**src/rtl/xglib_pkg.sv**
```systemverilog
// Shared framebuffer types: coordinates, word addresses, pixel values and the fill FSM states.
package xglib_pkg;

    typedef logic [11:0] fb_coord_t;
    typedef logic [31:0] fb_addr_t;
    typedef logic [15:0] fb_pixel_t;

    typedef enum logic [1:0] {
        ST_IDLE  = 2'd0,
        ST_SETUP = 2'd1,
        ST_WRITE = 2'd2,
        ST_DONE  = 2'd3
    } rect_fill_state_t;

endpackage

```
**src/rtl/rect_fill.sv**
```systemverilog
// Rectangle fill engine: one framebuffer write per pixel, row-major; bounds clipping when RECT_FILL_CLIP_EN is defined.
// First request 2 cycles after accept; each pixel is held until acked; new commands are accepted only in IDLE/DONE.
module rect_fill
    import xglib_pkg::*;
#(
    parameter int unsigned FB_WIDTH  = 640,
    parameter int unsigned FB_HEIGHT = 480,
    parameter logic [31:0] BASE_ADDR = 32'h0,
    parameter logic [3:0]  WR_MASK   = 4'hF
) (
    input  logic        clk,
    input  logic        reset_i,
    input  logic        cmd_valid_i,
    output logic        cmd_ready_o,
    input  logic [11:0] cmd_x0_i,
    input  logic [11:0] cmd_y0_i,
    input  logic [11:0] cmd_x1_i,
    input  logic [11:0] cmd_y1_i,
    input  logic [15:0] cmd_color_i,
    output logic        busy_o,
    output logic        done_o,
    input  logic        vram_ack_i,
    output logic        vram_sel_o,
    output logic        vram_wr_o,
    output logic [3:0]  vram_mask_o,
    output logic [31:0] vram_addr_o,
    output logic [15:0] vram_data_out_o
);

`ifdef RECT_FILL_CLIP_EN
    localparam bit CLIP_EN = 1'b1;
`else
    localparam bit CLIP_EN = 1'b0;
`endif

    localparam fb_coord_t X_MAX  = fb_coord_t'(FB_WIDTH - 1);
    localparam fb_coord_t Y_MAX  = fb_coord_t'(FB_HEIGHT - 1);
    localparam fb_addr_t  STRIDE = fb_addr_t'(FB_WIDTH);

    rect_fill_state_t r_state, w_state_nxt;
    fb_coord_t r_x0, r_y0, r_x1, r_y1, r_cur_x, r_cur_y;
    fb_coord_t w_x0_nxt, w_y0_nxt, w_x1_nxt, w_y1_nxt, w_cur_x_nxt, w_cur_y_nxt;
    fb_pixel_t r_color, w_color_nxt;
    fb_addr_t  r_row_base, r_addr, w_row_base_nxt, w_addr_nxt;

    fb_coord_t w_x1_eff, w_y1_eff;
    fb_addr_t  w_row0;
    logic      w_empty;

    // Far corner clamped to the frame; a near corner off the frame empties the fill.
    assign w_x1_eff = (CLIP_EN && (r_x1 > X_MAX)) ? X_MAX : r_x1;
    assign w_y1_eff = (CLIP_EN && (r_y1 > Y_MAX)) ? Y_MAX : r_y1;
    assign w_empty  = (CLIP_EN && ((r_x0 > X_MAX) || (r_y0 > Y_MAX)))
                   || (r_x0 > w_x1_eff) || (r_y0 > w_y1_eff);
    assign w_row0   = fb_addr_t'(r_y0) * STRIDE;

    always_comb begin
        w_state_nxt    = r_state;
        w_x0_nxt       = r_x0;
        w_y0_nxt       = r_y0;
        w_x1_nxt       = r_x1;
        w_y1_nxt       = r_y1;
        w_cur_x_nxt    = r_cur_x;
        w_cur_y_nxt    = r_cur_y;
        w_color_nxt    = r_color;
        w_row_base_nxt = r_row_base;
        w_addr_nxt     = r_addr;
        case (r_state)
            ST_IDLE, ST_DONE: begin
                if (cmd_valid_i) begin
                    w_x0_nxt    = cmd_x0_i;
                    w_y0_nxt    = cmd_y0_i;
                    w_x1_nxt    = cmd_x1_i;
                    w_y1_nxt    = cmd_y1_i;
                    w_color_nxt = cmd_color_i;
                    w_state_nxt = ST_SETUP;
                end else begin
                    w_state_nxt = ST_IDLE;
                end
            end
            ST_SETUP: begin
                if (w_empty) begin
                    w_state_nxt = ST_DONE;
                end else begin
                    w_x1_nxt       = w_x1_eff;
                    w_y1_nxt       = w_y1_eff;
                    w_cur_x_nxt    = r_x0;
                    w_cur_y_nxt    = r_y0;
                    w_row_base_nxt = w_row0;
                    w_addr_nxt     = BASE_ADDR + w_row0 + fb_addr_t'(r_x0);
                    w_state_nxt    = ST_WRITE;
                end
            end
            ST_WRITE: begin
                if (vram_ack_i) begin
                    if (r_cur_x < r_x1) begin
                        w_cur_x_nxt = r_cur_x + 12'd1;
                        w_addr_nxt  = r_addr + 32'd1;
                    end else if (r_cur_y < r_y1) begin
                        w_cur_x_nxt    = r_x0;
                        w_cur_y_nxt    = r_cur_y + 12'd1;
                        w_row_base_nxt = r_row_base + STRIDE;
                        w_addr_nxt     = BASE_ADDR + r_row_base + STRIDE + fb_addr_t'(r_x0);
                    end else begin
                        w_state_nxt = ST_DONE;
                    end
                end
            end
            default: w_state_nxt = ST_IDLE;
        endcase
    end

    always_ff @(posedge clk) begin
        if (reset_i) begin
            r_state    <= ST_IDLE;
            r_x0       <= '0;
            r_y0       <= '0;
            r_x1       <= '0;
            r_y1       <= '0;
            r_cur_x    <= '0;
            r_cur_y    <= '0;
            r_color    <= '0;
            r_row_base <= '0;
            r_addr     <= '0;
        end else begin
            r_state    <= w_state_nxt;
            r_x0       <= w_x0_nxt;
            r_y0       <= w_y0_nxt;
            r_x1       <= w_x1_nxt;
            r_y1       <= w_y1_nxt;
            r_cur_x    <= w_cur_x_nxt;
            r_cur_y    <= w_cur_y_nxt;
            r_color    <= w_color_nxt;
            r_row_base <= w_row_base_nxt;
            r_addr     <= w_addr_nxt;
        end
    end

    assign cmd_ready_o     = (r_state == ST_IDLE) || (r_state == ST_DONE);
    assign busy_o          = (r_state == ST_SETUP) || (r_state == ST_WRITE);
    assign done_o          = (r_state == ST_DONE);
    assign vram_sel_o      = (r_state == ST_WRITE);
    assign vram_wr_o       = (r_state == ST_WRITE);
    assign vram_mask_o     = WR_MASK;
    assign vram_addr_o     = r_addr;
    assign vram_data_out_o = r_color;

endmodule

```
**config.mk**
```make
export PLATFORM = sky130hd
export DESIGN_NAME = rect_fill
export DESIGN_NICKNAME = d
export VERILOG_FILES = /design/src/rtl/xglib_pkg.sv /design/src/rtl/rect_fill.sv
export SDC_FILE = /design/constraint.sdc
export NUM_CORES = 1
export LEC_CHECK = 0
export CAP_MARGIN = 0
export CORE_MARGIN = 2
export CORE_UTILIZATION = 45
export DETAILED_ROUTE_END_ITERATION = 12
export PLACE_DENSITY_LB_ADDON = 0.1
export SLEW_MARGIN = 10
export SYNTH_ARGS = -nofsm -noshare
export SYNTH_HDL_FRONTEND = slang
export SYNTH_SLANG_ARGS = --single-unit
```
**constraint.sdc**
```tcl
create_clock -name clk -period 4.8 [get_ports clk]
set_input_delay 1.2 -clock clk [delete_from_list [all_inputs] [get_ports clk]]
set_output_delay 1.2 -clock clk [all_outputs]
set_load 0.01 [all_outputs]
```
==> flow_metrics.tcl, run 1 <==
set metrics [dict create \
    synth_top_area_frac 0.2820 \
    via_per_inst 6.014 \
    path_class "flop to flop" \
    period_minus_slack_ns 3.861 \
    cap_violations 0 \
    met2_usage 0.4248 \
    p_total_w 0.006779 \
    wire_per_inst_um 18.61 \
    firstDrtPassIters 5 \
    crit_chain "ha_1 -> o21ai_0 -> xnor2_1 -> ha_1 -> a21oi_1 -> nor3b_1 -> a22oi_1 -> nand3_1 -> or4_1 -> nand4_1 -> nand2_1 -> o311a_1" \
    clkPwrFrac 0.218 \
    n_fill_cell 2155 \
    die_x_um 156.3 \
    synthCells 1394 \
    core_area_mm2 0.02271 \
    area_growth_pct 18.84 \
    postSynth.asyncResetShare 0 \
    worst_slew_pin_slew_ns 1.138 \
    syn_area_mm2 0.01044 \
    clock_path_buffers 2 \
    antenna_found_initial 0 \
    avgSynthCellArea_um2 7.486 \
    final_antenna_net_count 0 \
    crit_family "simple AND/OR/NAND/NOR gates" \
    cts_hold_buffers 0 \
    htree_levels 4 \
    slew_headroom 0.2383 \
    clock-sinks 147 \
    cts.clk_slew.worst_paths_ns 0.07 \
    antenna_cells 0 \
    drive_above_1_share 0.05556 \
    postCtsSetupBuffers 0 \
    hold_viol_final 0 \
    grt_pass1_wl_mm 52.58 \
    synthFlopType "dfxtp_1" \
    rows 55 \
    worst_path_max_delay_cell "or4_1" \
    dieArea_mm2 0.02442 \
    fin_tns_setup_ns 0 \
    first_iter_violations 795 \
    io_pins 125 \
    path_buf_inv 0 \
    fin_skew_ns 0.02040 \
    grt_max_degree 77 \
    grt_setup_unrepaired "false" \
    cts_buffers 17 \
    grt_pass1_vias 9704 \
    cp_common_cell "ha_1" \
    track_usage 0.2696 \
    cts_tree "yes" \
    drc 0 \
    synth_top_area_cell "dfxtp_1" \
    met3_usage 0.05566 \
    stdcell_count 1761 \
    initial_core_util 0.4595 \
    p_int_w 0.003656 \
    clock.fmax_mhz 259.0 \
    cellPowerDensity_mw_per_mm2 546.6 \
    yosysMostFrequentCell "nand2_1" \
    cp.arrival_ns 4.18 \
    fin_crit_sh 0.8044 \
    cp.required_ns 5.12 \
    grt_busiest_layer "met2" \
    status "complete, no violations" \
    post_synth_num_cell_types 79 \
    p_comb_frac 0.505 \
    p_leak_nw 4.606 \
    yosys_register_bits 147 \
    die_y_um 156.3 \
    critPathMaxStageDelay_ns 0.59 \
    startpoint_type "flop" \
    critPathCaptureType "flop" \
    dp_hpwl_mm 23.73 \
    switching_share 0.4607 \
    p_switching_w 0.003123 \
    max-vdd-ir-drop_mv 0.3384 \
    cts_root_buffer "clkbuf_16" \
    seqPwrFrac 0.277 \
    synth_edf_count 0 \
    wl_mm 32.78 \
    final_max_slew_viol_count 0 \
    setup_viol 0 \
    clk_latency_ns 0.44 \
    vias 10590 \
    hold_path.class "flop to flop" \
    ys_top_cells_by_count "nand2_1, a21oi_1, dfxtp_1" \
    fin_util 0.5461 \
    gp_congestion 0.9491 \
    synth_area_leaders "dfxtp_1, ha_1, nand2_1" \
    synth_warnings 0 \
    post-place-cells 1729 \
    ys_seq_area_frac 0.2820 \
    port_buffers 120 \
    grtUsageMet1 0.3737 \
    nNetsFinal 1618 \
    critPathMaxFanout 9 \
    grt-ovfl-total 0 \
    cts-resized-gates 0 \
]
## state kept, by name, summed over array words and instances (netlist names), 12 cells and up
name / count
vram_addr_o: 32
r_row_base: 25
vram_data_out_o: 16
r_cur_x: 12
r_cur_y: 12
r_x0: 12
r_x1: 12
r_y0: 12
r_y1: 12
## power groups by stage
stage                     Combinational (W)  Sequential [W]  Clock, W
after global routing                0.00380         0.00191   0.00155
final                               0.00342         0.00188   0.00148
after detailed placement            0.00337         0.00189         0
after CTS                           0.00339         0.00187   0.00149
after global placement              0.00333         0.00189         0
after floorplan                     0.00234         0.00178         0
## stage by stage
step / worst slack, ns / hold slack, ns / cell area [um2]
3_3_place_gp: 1.108 / 0.4413 / 11770
4_1_cts: 0.9932 / 0.4562 / 12400
3_5_place_dp: 0.9983 / 0.4468 / 11770
2_1_floorplan: 1.494 / 0.4363 / 10450
6_report: 0.9391 / 0.4550 / 12400
5_1_grt: 0.6734 / 0.4735 / 12400
## layout make-up
cell class,instances,area (um2),share of cell area
timing repair buffer,137,1326,0.1070
clock inverter,15,210.2,0.01695
clock buffer,17,425.4,0.03431
sequential,147,2943,0.2373
multi-input combinational,1110,6952,0.5606
tap,285,356.6,0.02876
inverter,50,187.7,0.01513
## final timing paths
kind | start | endpoint | slack (ns) | cells after the start
setup / recovery | r_row_base[7] | vram_addr_o[24] | 0.94 | 12
hold / removal | r_y1[5] | r_y1[5] | 0.45 | 2
setup reg to reg | r_row_base[7] | vram_addr_o[24] | 0.94 | 12
hold reg to reg | r_y1[5] | r_y1[5] | 0.45 | 2
## placed cells by master, fill, tap and decap left out, drive strengths merged, types with 6 or more instances in the layout
cell / count
a211o: 7
a211oi: 22
a21o: 18
a21oi: 179
a31oi: 11
a32o: 6
and3: 18
buf: 18
clkbuf: 17
clkdlybuf4s50: 119
dfxtp: 147
ha: 85
inv: 59
nand2: 253
nand2b: 10
nand3: 54
nand3b: 7
nand4: 29
nor2: 75
nor3: 32
nor3b: 6
nor4: 13
o211ai: 14
o21ai: 38
o22ai: 7
o31ai: 11
o32ai: 27
or2: 11
or3: 12
or4: 9
xnor2: 40
xor2: 26
## cell families (layout without fill, tap and decap cells)
kind of cell,count (synthesis),count (layout),share of synthesized area
and+or+nand+nor,548,548,0.2478
buffers and inverters,140,219,0.05408
DFF,147,147,0.2820
AOI/OAI and AO/OA,398,398,0.2462
xor gates and xnor gates,66,66,0.05755
other,2,5,0.0007197
adders and majority gates,87,87,0.1058
muxes,6,6,0.005875
## metal layers
layer | up-vias | share of wire
met5 | - | 0
met2 | 397 | 0.44
met4 | 0 | 0.023
met1 | 4963 | 0.46
met3 | 45 | 0.073
li1 | 5186 | -
## tightest hold or removal path, stage by stage, from the launching register on
cell and delay (ns):
dfxtp_1 0.31, nand2_1 0.05, a21oi_1 0.05
Power figures use the tool's default switching activity.
==> run 2, diff against run 1 <==
==> constraint.sdc (replaced) <==
create_clock -name clk -period 3.25 [get_ports clk]
set_input_delay 0.8125 -clock clk [delete_from_list [all_inputs] [get_ports clk]]
set_output_delay 0.8125 -clock clk [all_outputs]
set_load 0.01 [all_outputs]
==> run 2 against run 1 <==
Net effect: sequential cell count unchanged; register-to-register slack got worse by 0.75 ns; clock skew decreased by 0.0045 ns; final cell count increased by 3.0%; sequential share of layout area decreased by 0.93 points; final area increased by 4.1%; combinational power increased by 65%; total power increased by 54%; critical path depth decreased by 2; clock-buffer cell count unchanged; global-route usage increased by 1.0 points.
==> flow_metrics.tcl, run 2 (synthesis gave the netlist of run 1 again) <==
set metrics [dict create \
    status "complete, no violations" \
    place_ws_ns 0.08425 \
    wl_mm 33.58 \
    via_per_inst 5.963 \
    slew_headroom 0.5825 \
    drc 0 \
    final_common_cell "nand2_1" \
    hold_path.startpoint "vram_data_out_o[10]" \
    layout_common_cells "nand2_1, a21oi_1, dfxtp_1" \
    grt_pass1_vias 9998 \
    area_growth_pct 23.75 \
    clock-sinks 147 \
    crit_start "r_y0[6]" \
    critPathCaptureType "flop" \
    drive_above_1_share 0.09228 \
    hold_path.class "flop to flop" \
    grt_max_degree 113 \
    nNetsFinal 1670 \
    vias 10810 \
    rows 55 \
    clk_latency_ns 0.44 \
    wire_per_inst_um 18.52 \
    fin_ws_ns 0.1890 \
    initial_core_util 0.4595 \
    cp.required_ns 3.56 \
    first_iter_violations 910 \
    multi_input_area_mm2 0.006985 \
    firstDrtPassIters 5 \
    final_antenna_net_count 0 \
    clock.fmax_mhz 326.7 \
    largest_reg_flops 32 \
    cts_root_buffer "clkbuf_16" \
    grt_pass1_wl_mm 54.21 \
    postCtsSetupBuffers 0 \
    fin_skew_ns 0.01594 \
    clock_path_buffers 2 \
    worst_slew_pin_slew_ns 0.6105 \
    grt-ovfl-total 0 \
    port_buffers 120 \
    cts_tree "yes" \
    fin_crit_sh 0.9419 \
    track_usage 0.2800 \
    n_fill_cell 2185 \
    gp_congestion 0.8913 \
    path_class "flop to flop" \
    die_y_um 156.3 \
    startpoint_type "flop" \
    antenna_found_initial 0 \
    period_minus_slack_ns 3.061 \
    cts-resized-gates 0 \
    r2r_setup_slack_ns 0.19 \
    antenna_cells 0 \
    dieArea_mm2 0.02442 \
    cellPowerDensity_mw_per_mm2 807.7 \
    cts_hold_buffers 0 \
    cts.clk_slew.worst_paths_ns 0.07 \
    timing.rr.start "r_y0[6]" \
    core_area_mm2 0.02271 \
    hold_viol_final 0 \
    max-vdd-ir-drop_mv 0.4249 \
    p_leak_nw 4.905 \
    htree_levels 4 \
    final_max_slew_viol_count 0 \
    seq_area_mm2 0.002944 \
    cts_buffers 17 \
    grt_setup_unrepaired "true" \
    critPathMaxFanout 5 \
    cap_violations 0 \
    die_x_um 156.3 \
    setup_viol 0 \
    cp.arrival_ns 3.38 \
    io_pins 125 \
    fin_util 0.5687 \
    dp_hpwl_mm 24.77 \
]
[run 2: worst paths after layout]
check                         to  cells past startpoint
max reg2reg      vram_addr_o[20]                     10
max              vram_addr_o[20]                     10
min          vram_data_out_o[10]                      2
min reg2reg  vram_data_out_o[10]                      2
[run 2: metal layers]
metal,wire [um],global-route usage,vias to the layer above
met5,0,0,-
met3,1779,0.03794,39
met1,15640,0.3856,5135
met2,15600,0.4619,341
met4,556,0.07208,0
li1,-,-,5296
[run 2: per-stage QoR]
step / setup TNS [ns] / hold WS, ns / power (W) / cells / area (um2)
4_1_cts: 0 / 0.4579 / 0.01037 / 1813 / 12880
3_3_place_gp: 0 / 0.4414 / 0.008159 / 1781 / 12250
2_1_floorplan: 0 / 0.4363 / 0.006073 / 1397 / 10450
5_1_grt: -0.05383 / 0.4747 / 0.01114 / 1813 / 12910
3_5_place_dp: 0 / 0.4470 / 0.008222 / 1781 / 12250
6_report: 0 / 0.4531 / 0.01043 / 1813 / 12910
[run 2: critical path: stages (launching register included)]
cell,delay (ns)
dfxtp_1,0.45
ha_1,0.29
ha_1,0.38
a21oi_2,0.27
o22a_1,0.20
a21oi_1,0.14
or4_1,0.42
nand4_1,0.23
nand4_1,0.15
mux2i_1,0.30
a31oi_1,0.13
[run 2: area by class of cell]
| type | count | share of cell area |
|---|---|---|
| multi-input combinational | 1110 | 0.5409 |
| sequential | 147 | 0.2280 |
| timing repair buffer | 189 | 0.1397 |
| clock buffer | 17 | 0.03294 |
| tap | 285 | 0.02761 |
| clock inverter | 15 | 0.01628 |
| inverter | 50 | 0.01453 |
[run 2: where the power goes]
part | total [W] | internal, W | switching (W)
logic | 0.00564 | 0.00232 | 0.00332
registers | 0.00269 | 0.00220 | 0.000486
clock network | 0.00211 | 0.00112 | 0.000983
